## config.mk

```make
export PLATFORM = sky130hd
export DESIGN_NAME = ps2_scancode_decoder
export DESIGN_NICKNAME = d
export VERILOG_FILES = /design/src/rtl/ps2_codes_pkg.sv /design/src/rtl/ps2_ascii_lut.sv /design/src/rtl/ps2_scancode_decoder.sv
export SDC_FILE = /design/constraint.sdc
export NUM_CORES = 1
export LEC_CHECK = 0
export BUFFER_PORTS_ARGS = -buffer_cell sky130_fd_sc_hd__buf_2
export CELL_PAD_IN_SITES_DETAIL_PLACEMENT = 2
export CELL_PAD_IN_SITES_GLOBAL_PLACEMENT = 2
export CORE_MARGIN = 3
export CORE_UTILIZATION = 35
export CTS_CLUSTER_DIAMETER = 40
export DETAILED_ROUTE_END_ITERATION = 6
export PLACE_DENSITY = 0.79
export REMOVE_ABC_BUFFERS = 1
export SYNTH_ARGS = -nofsm -noshare
export SYNTH_HDL_FRONTEND = slang
export SYNTH_SLANG_ARGS = --single-unit
```

## constraint.sdc

```tcl
create_clock -name inclock -period 4.5 [get_ports inclock]
set_input_delay 0.9 -clock inclock [delete_from_list [all_inputs] [get_ports inclock]]
set_output_delay 0.9 -clock inclock [all_outputs]
set_load 0.1 [all_outputs]
```

## src/rtl/ps2_codes_pkg.sv

```systemverilog
// ---------------------------------------------------------------------------
// ps2_codes_pkg
// Shared constants for the PS/2 Set-2 scan-code decoder: scan-code values
// for prefixes and special keys, ASCII control characters, the 2-bit FSM
// state encoding, and a helper that flags keyboard protocol bytes which
// carry no key information.
// No ports (package).
// ---------------------------------------------------------------------------
package ps2_codes_pkg;

  // Scan codes
  localparam logic [7:0] PREFIX_BREAK = 8'hF0;
  localparam logic [7:0] PREFIX_EXT   = 8'hE0;
  localparam logic [7:0] LSHIFT       = 8'h12;
  localparam logic [7:0] RSHIFT       = 8'h59;
  localparam logic [7:0] CAPS         = 8'h58;
  localparam logic [7:0] ENTER        = 8'h5A;
  localparam logic [7:0] BKSP         = 8'h66;
  localparam logic [7:0] SPACE        = 8'h29;

  // ASCII control characters
  localparam logic [7:0] CR = 8'h0D;
  localparam logic [7:0] BS = 8'h08;

  // FSM state encoding
  localparam logic [1:0] ST_IDLE    = 2'd0;
  localparam logic [1:0] ST_BRK     = 2'd1;
  localparam logic [1:0] ST_EXT     = 2'd2;
  localparam logic [1:0] ST_EXT_BRK = 2'd3;

  // Keyboard status/response bytes (BAT ok, ACK, resend, echo, errors).
  function automatic logic is_ignored(input logic [7:0] code);
    return (code == 8'hAA) || (code == 8'hFA) || (code == 8'hFE) ||
           (code == 8'hEE) || (code == 8'h00) || (code == 8'hFF);
  endfunction

endpackage

```

## src/rtl/ps2_ascii_lut.sv

```systemverilog
// ---------------------------------------------------------------------------
// ps2_ascii_lut
// Purely combinational Set-2 make-code to ASCII translation.
// Ports:
//   code  [7:0] in  : make code (no prefix)
//   shift       in  : shift currently held
//   caps        in  : caps-lock toggle state
//   hit         out : code maps to a printable/control character
//   ascii [7:0] out : translated character (0x00 when no hit)
// Letters use shift XOR caps for case; digits and punctuation use shift
// only; space, enter and backspace ignore both modifiers.
// ---------------------------------------------------------------------------
module ps2_ascii_lut
  import ps2_codes_pkg::*;
(
  input  logic [7:0] code,
  input  logic       shift,
  input  logic       caps,
  output logic       hit,
  output logic [7:0] ascii
);

  logic       upper;
  logic [7:0] lower;
  logic       is_letter;

  assign upper = shift ^ caps;

  always_comb begin
    hit       = 1'b1;
    ascii     = 8'h00;
    lower     = 8'h00;
    is_letter = 1'b0;
    case (code)
      8'h1C: begin is_letter = 1'b1; lower = 8'h61; end // a
      8'h32: begin is_letter = 1'b1; lower = 8'h62; end // b
      8'h21: begin is_letter = 1'b1; lower = 8'h63; end // c
      8'h23: begin is_letter = 1'b1; lower = 8'h64; end // d
      8'h24: begin is_letter = 1'b1; lower = 8'h65; end // e
      8'h2B: begin is_letter = 1'b1; lower = 8'h66; end // f
      8'h34: begin is_letter = 1'b1; lower = 8'h67; end // g
      8'h33: begin is_letter = 1'b1; lower = 8'h68; end // h
      8'h43: begin is_letter = 1'b1; lower = 8'h69; end // i
      8'h3B: begin is_letter = 1'b1; lower = 8'h6A; end // j
      8'h42: begin is_letter = 1'b1; lower = 8'h6B; end // k
      8'h4B: begin is_letter = 1'b1; lower = 8'h6C; end // l
      8'h3A: begin is_letter = 1'b1; lower = 8'h6D; end // m
      8'h31: begin is_letter = 1'b1; lower = 8'h6E; end // n
      8'h44: begin is_letter = 1'b1; lower = 8'h6F; end // o
      8'h4D: begin is_letter = 1'b1; lower = 8'h70; end // p
      8'h15: begin is_letter = 1'b1; lower = 8'h71; end // q
      8'h2D: begin is_letter = 1'b1; lower = 8'h72; end // r
      8'h1B: begin is_letter = 1'b1; lower = 8'h73; end // s
      8'h2C: begin is_letter = 1'b1; lower = 8'h74; end // t
      8'h3C: begin is_letter = 1'b1; lower = 8'h75; end // u
      8'h2A: begin is_letter = 1'b1; lower = 8'h76; end // v
      8'h1D: begin is_letter = 1'b1; lower = 8'h77; end // w
      8'h22: begin is_letter = 1'b1; lower = 8'h78; end // x
      8'h35: begin is_letter = 1'b1; lower = 8'h79; end // y
      8'h1A: begin is_letter = 1'b1; lower = 8'h7A; end // z
      8'h16: ascii = shift ? 8'h21 : 8'h31; // 1 !
      8'h1E: ascii = shift ? 8'h40 : 8'h32; // 2 @
      8'h26: ascii = shift ? 8'h23 : 8'h33; // 3 #
      8'h25: ascii = shift ? 8'h24 : 8'h34; // 4 $
      8'h2E: ascii = shift ? 8'h25 : 8'h35; // 5 %
      8'h36: ascii = shift ? 8'h5E : 8'h36; // 6 ^
      8'h3D: ascii = shift ? 8'h26 : 8'h37; // 7 &
      8'h3E: ascii = shift ? 8'h2A : 8'h38; // 8 *
      8'h46: ascii = shift ? 8'h28 : 8'h39; // 9 (
      8'h45: ascii = shift ? 8'h29 : 8'h30; // 0 )
      8'h41: ascii = shift ? 8'h3C : 8'h2C; // , <
      8'h49: ascii = shift ? 8'h3E : 8'h2E; // . >
      8'h4A: ascii = shift ? 8'h3F : 8'h2F; // / ?
      SPACE: ascii = 8'h20;
      ENTER: ascii = CR;
      BKSP:  ascii = BS;
      default: hit = 1'b0;
    endcase
    // Clearing bit 5 maps a lowercase letter onto its uppercase form.
    if (is_letter) begin
      ascii = upper ? (lower & 8'hDF) : lower;
    end
  end

endmodule

```

## src/rtl/ps2_scancode_decoder.sv

```systemverilog
// ---------------------------------------------------------------------------
// ps2_scancode_decoder
// Consumes the PS/2 received-byte stream, tracks Set-2 prefixes (E0 / F0)
// and modifier state, and emits one ASCII character per printable key press
// as a single-cycle pulse registered one cycle after the byte strobe.
// Ports:
//   inclock          in  : system clock, rising edge
//   resetn           in  : synchronous active-low reset
//   scan_code  [7:0] in  : received byte, qualified by scan_valid
//   scan_valid       in  : one-cycle byte strobe
//   ascii_char [7:0] out : last emitted character, held between pulses
//   ascii_valid      out : one-cycle pulse marking a new character
//   shift_active     out : left or right shift held
//   caps_lock        out : caps-lock toggle state
// Parameter CAPS_LOCK_SUPPORT: 1 = 0x58 toggles caps_lock, 0 = ignored.
// Optional macro PS2_TYPEMATIC_SUPPRESS_EN: suppresses typematic repeats of
// the most recently pressed mapped key until its break code is seen.
// ---------------------------------------------------------------------------
module ps2_scancode_decoder
  import ps2_codes_pkg::*;
#(
  parameter int CAPS_LOCK_SUPPORT = 1
) (
  input  logic       inclock,
  input  logic       resetn,
  input  logic [7:0] scan_code,
  input  logic       scan_valid,
  output logic [7:0] ascii_char,
  output logic       ascii_valid,
  output logic       shift_active,
  output logic       caps_lock
);

  logic [1:0] state, state_nxt;
  logic       shift_l, shift_l_nxt;
  logic       shift_r, shift_r_nxt;
  logic       caps_nxt;
  logic       emit;
  logic [7:0] emit_char;
  logic       lut_hit;
  logic [7:0] lut_ascii;
`ifdef PS2_TYPEMATIC_SUPPRESS_EN
  logic [7:0] held_code, held_code_nxt;
`endif

  assign shift_active = shift_l | shift_r;

  ps2_ascii_lut u_lut (
    .code  (scan_code),
    .shift (shift_active),
    .caps  (caps_lock),
    .hit   (lut_hit),
    .ascii (lut_ascii)
  );

  always_comb begin
    state_nxt   = state;
    shift_l_nxt = shift_l;
    shift_r_nxt = shift_r;
    caps_nxt    = caps_lock;
    emit        = 1'b0;
    emit_char   = lut_ascii;
`ifdef PS2_TYPEMATIC_SUPPRESS_EN
    held_code_nxt = held_code;
`endif
    if (scan_valid) begin
      case (state)
        ST_IDLE: begin
          if (scan_code == PREFIX_BREAK) begin
            state_nxt = ST_BRK;
          end else if (scan_code == PREFIX_EXT) begin
            state_nxt = ST_EXT;
          end else if (scan_code == LSHIFT) begin
            shift_l_nxt = 1'b1;
          end else if (scan_code == RSHIFT) begin
            shift_r_nxt = 1'b1;
          end else if (scan_code == CAPS) begin
            if (CAPS_LOCK_SUPPORT != 0) begin
              caps_nxt = ~caps_lock;
            end
          end else if (!is_ignored(scan_code) && lut_hit) begin
`ifdef PS2_TYPEMATIC_SUPPRESS_EN
            // A repeat of the key still held is auto-repeat, not a new press.
            if (scan_code != held_code) begin
              emit          = 1'b1;
              held_code_nxt = scan_code;
            end
`else
            emit = 1'b1;
`endif
          end
        end
        ST_BRK: begin
          state_nxt = ST_IDLE;
          if (scan_code == LSHIFT) begin
            shift_l_nxt = 1'b0;
          end else if (scan_code == RSHIFT) begin
            shift_r_nxt = 1'b0;
          end else if (scan_code == PREFIX_EXT) begin
            // Treat a stray E0 as the start of a new extended sequence.
            state_nxt = ST_EXT;
          end else if (scan_code == PREFIX_BREAK) begin
            state_nxt = ST_BRK;
          end
`ifdef PS2_TYPEMATIC_SUPPRESS_EN
          if (scan_code == held_code) begin
            held_code_nxt = 8'h00;
          end
`endif
        end
        ST_EXT: begin
          state_nxt = ST_IDLE;
          if (scan_code == PREFIX_BREAK) begin
            state_nxt = ST_EXT_BRK;
          end else if (scan_code == PREFIX_EXT) begin
            state_nxt = ST_EXT;
          end else if (scan_code == ENTER) begin
            emit      = 1'b1;
            emit_char = CR;
          end
        end
        default: begin
          state_nxt = ST_IDLE;
        end
      endcase
    end
  end

  // Registered output stage: pulse appears the cycle after the strobe.
  always_ff @(posedge inclock) begin
    if (!resetn) begin
      state       <= ST_IDLE;
      shift_l     <= 1'b0;
      shift_r     <= 1'b0;
      caps_lock   <= 1'b0;
      ascii_valid <= 1'b0;
      ascii_char  <= 8'h00;
`ifdef PS2_TYPEMATIC_SUPPRESS_EN
      held_code   <= 8'h00;
`endif
    end else begin
      state       <= state_nxt;
      shift_l     <= shift_l_nxt;
      shift_r     <= shift_r_nxt;
      caps_lock   <= caps_nxt;
      ascii_valid <= emit;
      if (emit) begin
        ascii_char <= emit_char;
      end
`ifdef PS2_TYPEMATIC_SUPPRESS_EN
      held_code   <= held_code_nxt;
`endif
    end
  end

endmodule
```

[Word-level counts from Yosys, hierarchy flattened]
Index checks and enable logic that the tools add are counted.
Cells by class
  eq/ne operators: 63
  bitwise gates (word level): 7
  multiplexer cells: 56
  reduce and logical (&&, ||, !) cells: 16
Operator list (count)
  == test 8 x 6 -> 1 bit, second input constant: 23
  case mux 7 bit (26 select lines): 1
  case mux 8 bit (16 select lines): 1
  == test 8 x 7 -> 1 bit, second input constant: 14
  == test 8 x 5 -> 1 bit, second input constant: 8
  == test 8 bit, second input constant: 7
  two-way mux 5 bit: 11
  two-way mux 8 bit: 6
  OR reduction 42 bit: 1
  OR reduction 26 bit: 1
  two-way mux 1 bit: 23
  != test 2 bit, second input constant: 8
  two-way mux 2 bit: 7
  two-way mux 7 bit: 2
  zero test 8 bit: 1
  AND reduction 8 bit: 1
  AND reduction 7 bit: 1
  two-way mux 6 bit: 1
  case mux 1 bit (2 select lines): 3
  case mux 2 bit (3 select lines): 1
  AND reduction 6 bit: 1
  logical OR 1 bit: 5
  inverter 1 bit: 5
  != test 3 bit, second input constant: 1
  9 further kinds: 9
Word-level totals
  bits in registers: 14
  input port bits: 11
  output and inout bits: 11
  word-level logic and storage cells: 148

[Logic depth before layout (Yosys ltp)]
  word-level depth: 16
  mapped depth: 9
  mapped depth without buffers: 7

[Cells and area by module]
A second synthesis with hierarchy kept.
Second synthesis, totals
  cells, all modules: 262
  area total of the unflattened synthesis: 1876.8 um2
By module, submodules not included
  ps2_ascii_lut: seq. area each 0.0 um2, cells each 174, area an instance 1134.8 um2, times used 1
  ps2_scancode_decoder: seq. area each 280.3 um2, cells each 88, area an instance 742.0 um2, times used 1

[Worst setup path after synthesis]
No wires, ideal clock.
  path kind: in2reg
  start: input port scan_code[7]
  end: register ascii_char[5]
  arrival: 2510 ps
  buffers on the path: 1
  setup time: 88 ps
  slack: 1901 ps
  data required time: 4412 ps
  stages: 7
  cell sequence: buf_2 -> or2_4 -> or4_4 -> and4_4 -> o2111ai_1 -> o32ai_1 -> a311oi_2
On the way
  cells in the longest elaborated chain, start to end: 16
  elaborated cells on any way between the ends: 84
  those cells by class: 52 x eq/ne; 22 x mux; 10 x reduce/logical
RTL lines
  start, declared: RTL line ps2_scancode_decoder.sv:26  | input logic [7:0] scan_code,
  parallel branches: the longest is 16 deep, another holds OR reduction 42 bit
  end signal, assigned: RTL line ps2_scancode_decoder.sv:148  | ascii_char <= emit_char;
  end, declared: RTL line ps2_scancode_decoder.sv:28  | output logic [7:0] ascii_char,
Several ways; the timed one is not identified.
A chain may end at the register's enable or synchronous reset.

[Final worst setup path]
  start: input port scan_code[3]
  end: register ascii_char[3]
The elaborated chain is that of the path after synthesis.

==> reports/metrics.cfg <==
[outcome]
status = finished, final reports clean

[timing]
finalSetupTns_ns = 0
rsz0062_at_grt = false
worst_pin_slew_ns = 0.8207
min_period_ns = 3.050
hold_violations = 0
setup_viol = 0
slew_headroom_pct = 44.78
final.setup_skew_ns = 0.003320
slew_viol_final = 0
fmax_ghz = 0.3278
fin_crit_sh_pct = 67.78

[floorplan]
ioPinCount = 22
die_h_um = 81.04
fp.dieArea_sq_um = 6567
core-area_sq_um = 5270
num_rows = 26
dieWidth_um = 81.04
initial_core_util_pct = 37.39

[clocking]
ctsRootBufferMaster = clkbuf_8
clockBufferDepth = 2
clk_latency_ns = 0.26
clk_transition_reported_paths_ns = 0.07
postCtsSetupBuffers = 0
clock-sinks = 13
cts_tree = done
cts-hold-fix-buffers = 0
cts_resized = 0
cts_inserted_buffers = 3
h-tree-depth = 1

[critical_path]
crit_slowest_cell = nor4_1
crit_type = input port to register
rrSetupSlack_ns = 2.46
slowest_delay_ns = 0.74
path_buf_inv = 1
cp-end-kind = register
crit_start = scan_code[3]
worstPathCellList = buf_2 -> and4bb_2 -> nand2_1 -> nor4_1 -> o22a_2 -> mux2i_1
r2r-start = shift_r$_SDFFE_PN0P_
critPathTopFamily = simple AND/OR/NAND/NOR gates
cp-start-kind = input port
cp.arrival_ns = 3.22
crit_required_ns = 4.67
cp_max_fo = 38

[final_layout]
drive_gt1_share_pct = 18.05
area_growth_pct = 3.873
fin_area_sq_um = 2047
diodes = 0
ff_latch_area_sq_um = 260.3
multi_input_area_sq_um = 1509
fill_cells = 657
final_nets = 278

[synth]
synthCells = 268
yosys_warnings = 0
synth_top_area_share_pct = 13.21
synthesis.area_sq_um = 1971
avgSynthCellArea_sq_um = 7.353
yosysSeqAreaShare_pct = 13.21
synth-edff-count = 0
synth_seq_cells = 13
synth_top_area_cell = dfxtp_1
synthTopCellsByArea = dfxtp_1, nand2_1, buf_2, mux2i_1, nor2_1
synthFlopType = dfxtp_1
ys_types = 73
async_flop_share_pct = 0

[power_and_ir_drop]
vdd_drop_max_mv = 0.1100
p_leak_uw = 0.0007172
powerDensity_nw_per_um2 = 190.1

[global_routing]
overflow = 0
grt_pass1_wl_mm = 12.45
grt_max_degree = 39
grt_pass1_vias = 2232
grtUsageTotal_pct = 24.72
antenna_found_initial = 0

[hold_path]
min_from = ascii_char[4]$_SDFFE_PN0P_
holdCritPathClass = register to register

[detailed_routing]
drcViolationCount = 0
via_per_inst = 6.506
detail_route.wl_per_cell_um = 22.93
drt_iter0_drc = 141
drt_first_pass_iters = 4
antenna_left = 0
routed-via-count = 2186
drt_wl_total_mm = 7.705

[place]
dpl.hpwl_mm = 5.561
place_congestion = 0.8394
place_area_sq_um = 2002
io_buffers = 20

[run]
max-cap-violations = 0

[layout make-up]
class	count	area share, %
flip-flops and latches	13	12.71
well taps	70	4.279
inverters	10	1.834
multi-input cells	218	73.72
clock buffers	4	2.200
repair buffers	21	5.257
[synthesized netlist by cell type (all sizes together), types with 4 or more instances]
master	instances
a31oi	5
o22ai	5
buf	24
o2111ai	4
inv	10
nand2	23
a21oi	13
nor2b	10
mux2i	8
nor4	5
nor3	14
o211ai	5
nand3	11
o21ai	14
nand4	4
o32ai	4
nand2b	10
nor2	21
dfxtp	13
or4b	4
or3	4
[worst paths after layout]
| kind | to | depth (start not counted) |
|---|---|---|
| worst max-delay path | ascii_char[3]$_SDFFE_PN0P_ | 6 |
| worst min-delay path | ascii_char[4]$_SDFFE_PN0P_ | 2 |
| worst max register to register | ascii_char[0]$_SDFFE_PN0P_ | 6 |
| worst min register to register | ascii_char[4]$_SDFFE_PN0P_ | 2 |
[per-stage QoR]
stage                     std cells  hold WS, ns  util [%]  setup slack, ns  power (uW)
after floorplan                 241       0.4374         -            1.995       217.3
after global placement          332       0.4482     37.99            1.341       271.8
final                           336       0.4691     38.84            1.450       389.1
after CTS                       336       0.4741     38.84            1.516       388.2
after global routing            336       0.4943     38.84            1.338       408.5
after detailed placement        332       0.4650     37.99            1.275       274.3
[registers in the layout, summed over array words and instances (netlist names)]
name,flops
ascii_char,7
ascii_valid,1
caps_lock,1
shift_l,1
shift_r,1
state,2
[tightest hold or removal path, delay by kind of cell, from the launching register on]
family           cells  cell delay (ns)
muxes                1             0.06
and+or+nand+nor      1             0.06
DFF                  1             0.31
[placed cells by master, fill, tap and decap left out, types with 5 or more instances in the layout]
cell type | synthesis | routed
nor2b_1 | 10 | 10
o21ai_0 | 12 | 12
nand2_1 | 23 | 23
a31oi_1 | 5 | 5
mux2i_1 | 8 | 8
nand2b_1 | 10 | 10
nor3_1 | 14 | 14
nand3_1 | 11 | 11
nor2_1 | 21 | 21
buf_2 | 17 | 20
a21oi_1 | 13 | 13
dfxtp_1 | 13 | 13
inv_1 | 9 | 9
[cells by family after synthesis]
family / share of synthesized area, %
AO/OA/AOI/OAI: 30.16
multiplexers: 4.635
AND/OR/NAND/NOR: 40.70
buffers and inverters: 10.22
XOR/XNOR: 0.8891
flip-flops: 13.21
other: 0.1903
[metal layers]
layer | track usage [%] | vias up | wire length (um)
met5 | 0 | - | 0
met4 | 5.743 | 0 | 128
met3 | 4.878 | 12 | 446
met2 | 41.54 | 68 | 3675
met1 | 32.45 | 1093 | 3455
li1 | - | 1013 | -
[where the power goes]
part,internal (uW),switching [uW],leakage [uW]
sequential,118,1.70,0.000105
combinational,41.4,112,0.000589
clock,62.9,52.8,0.0000228
(Power assumes the default switching activity.)
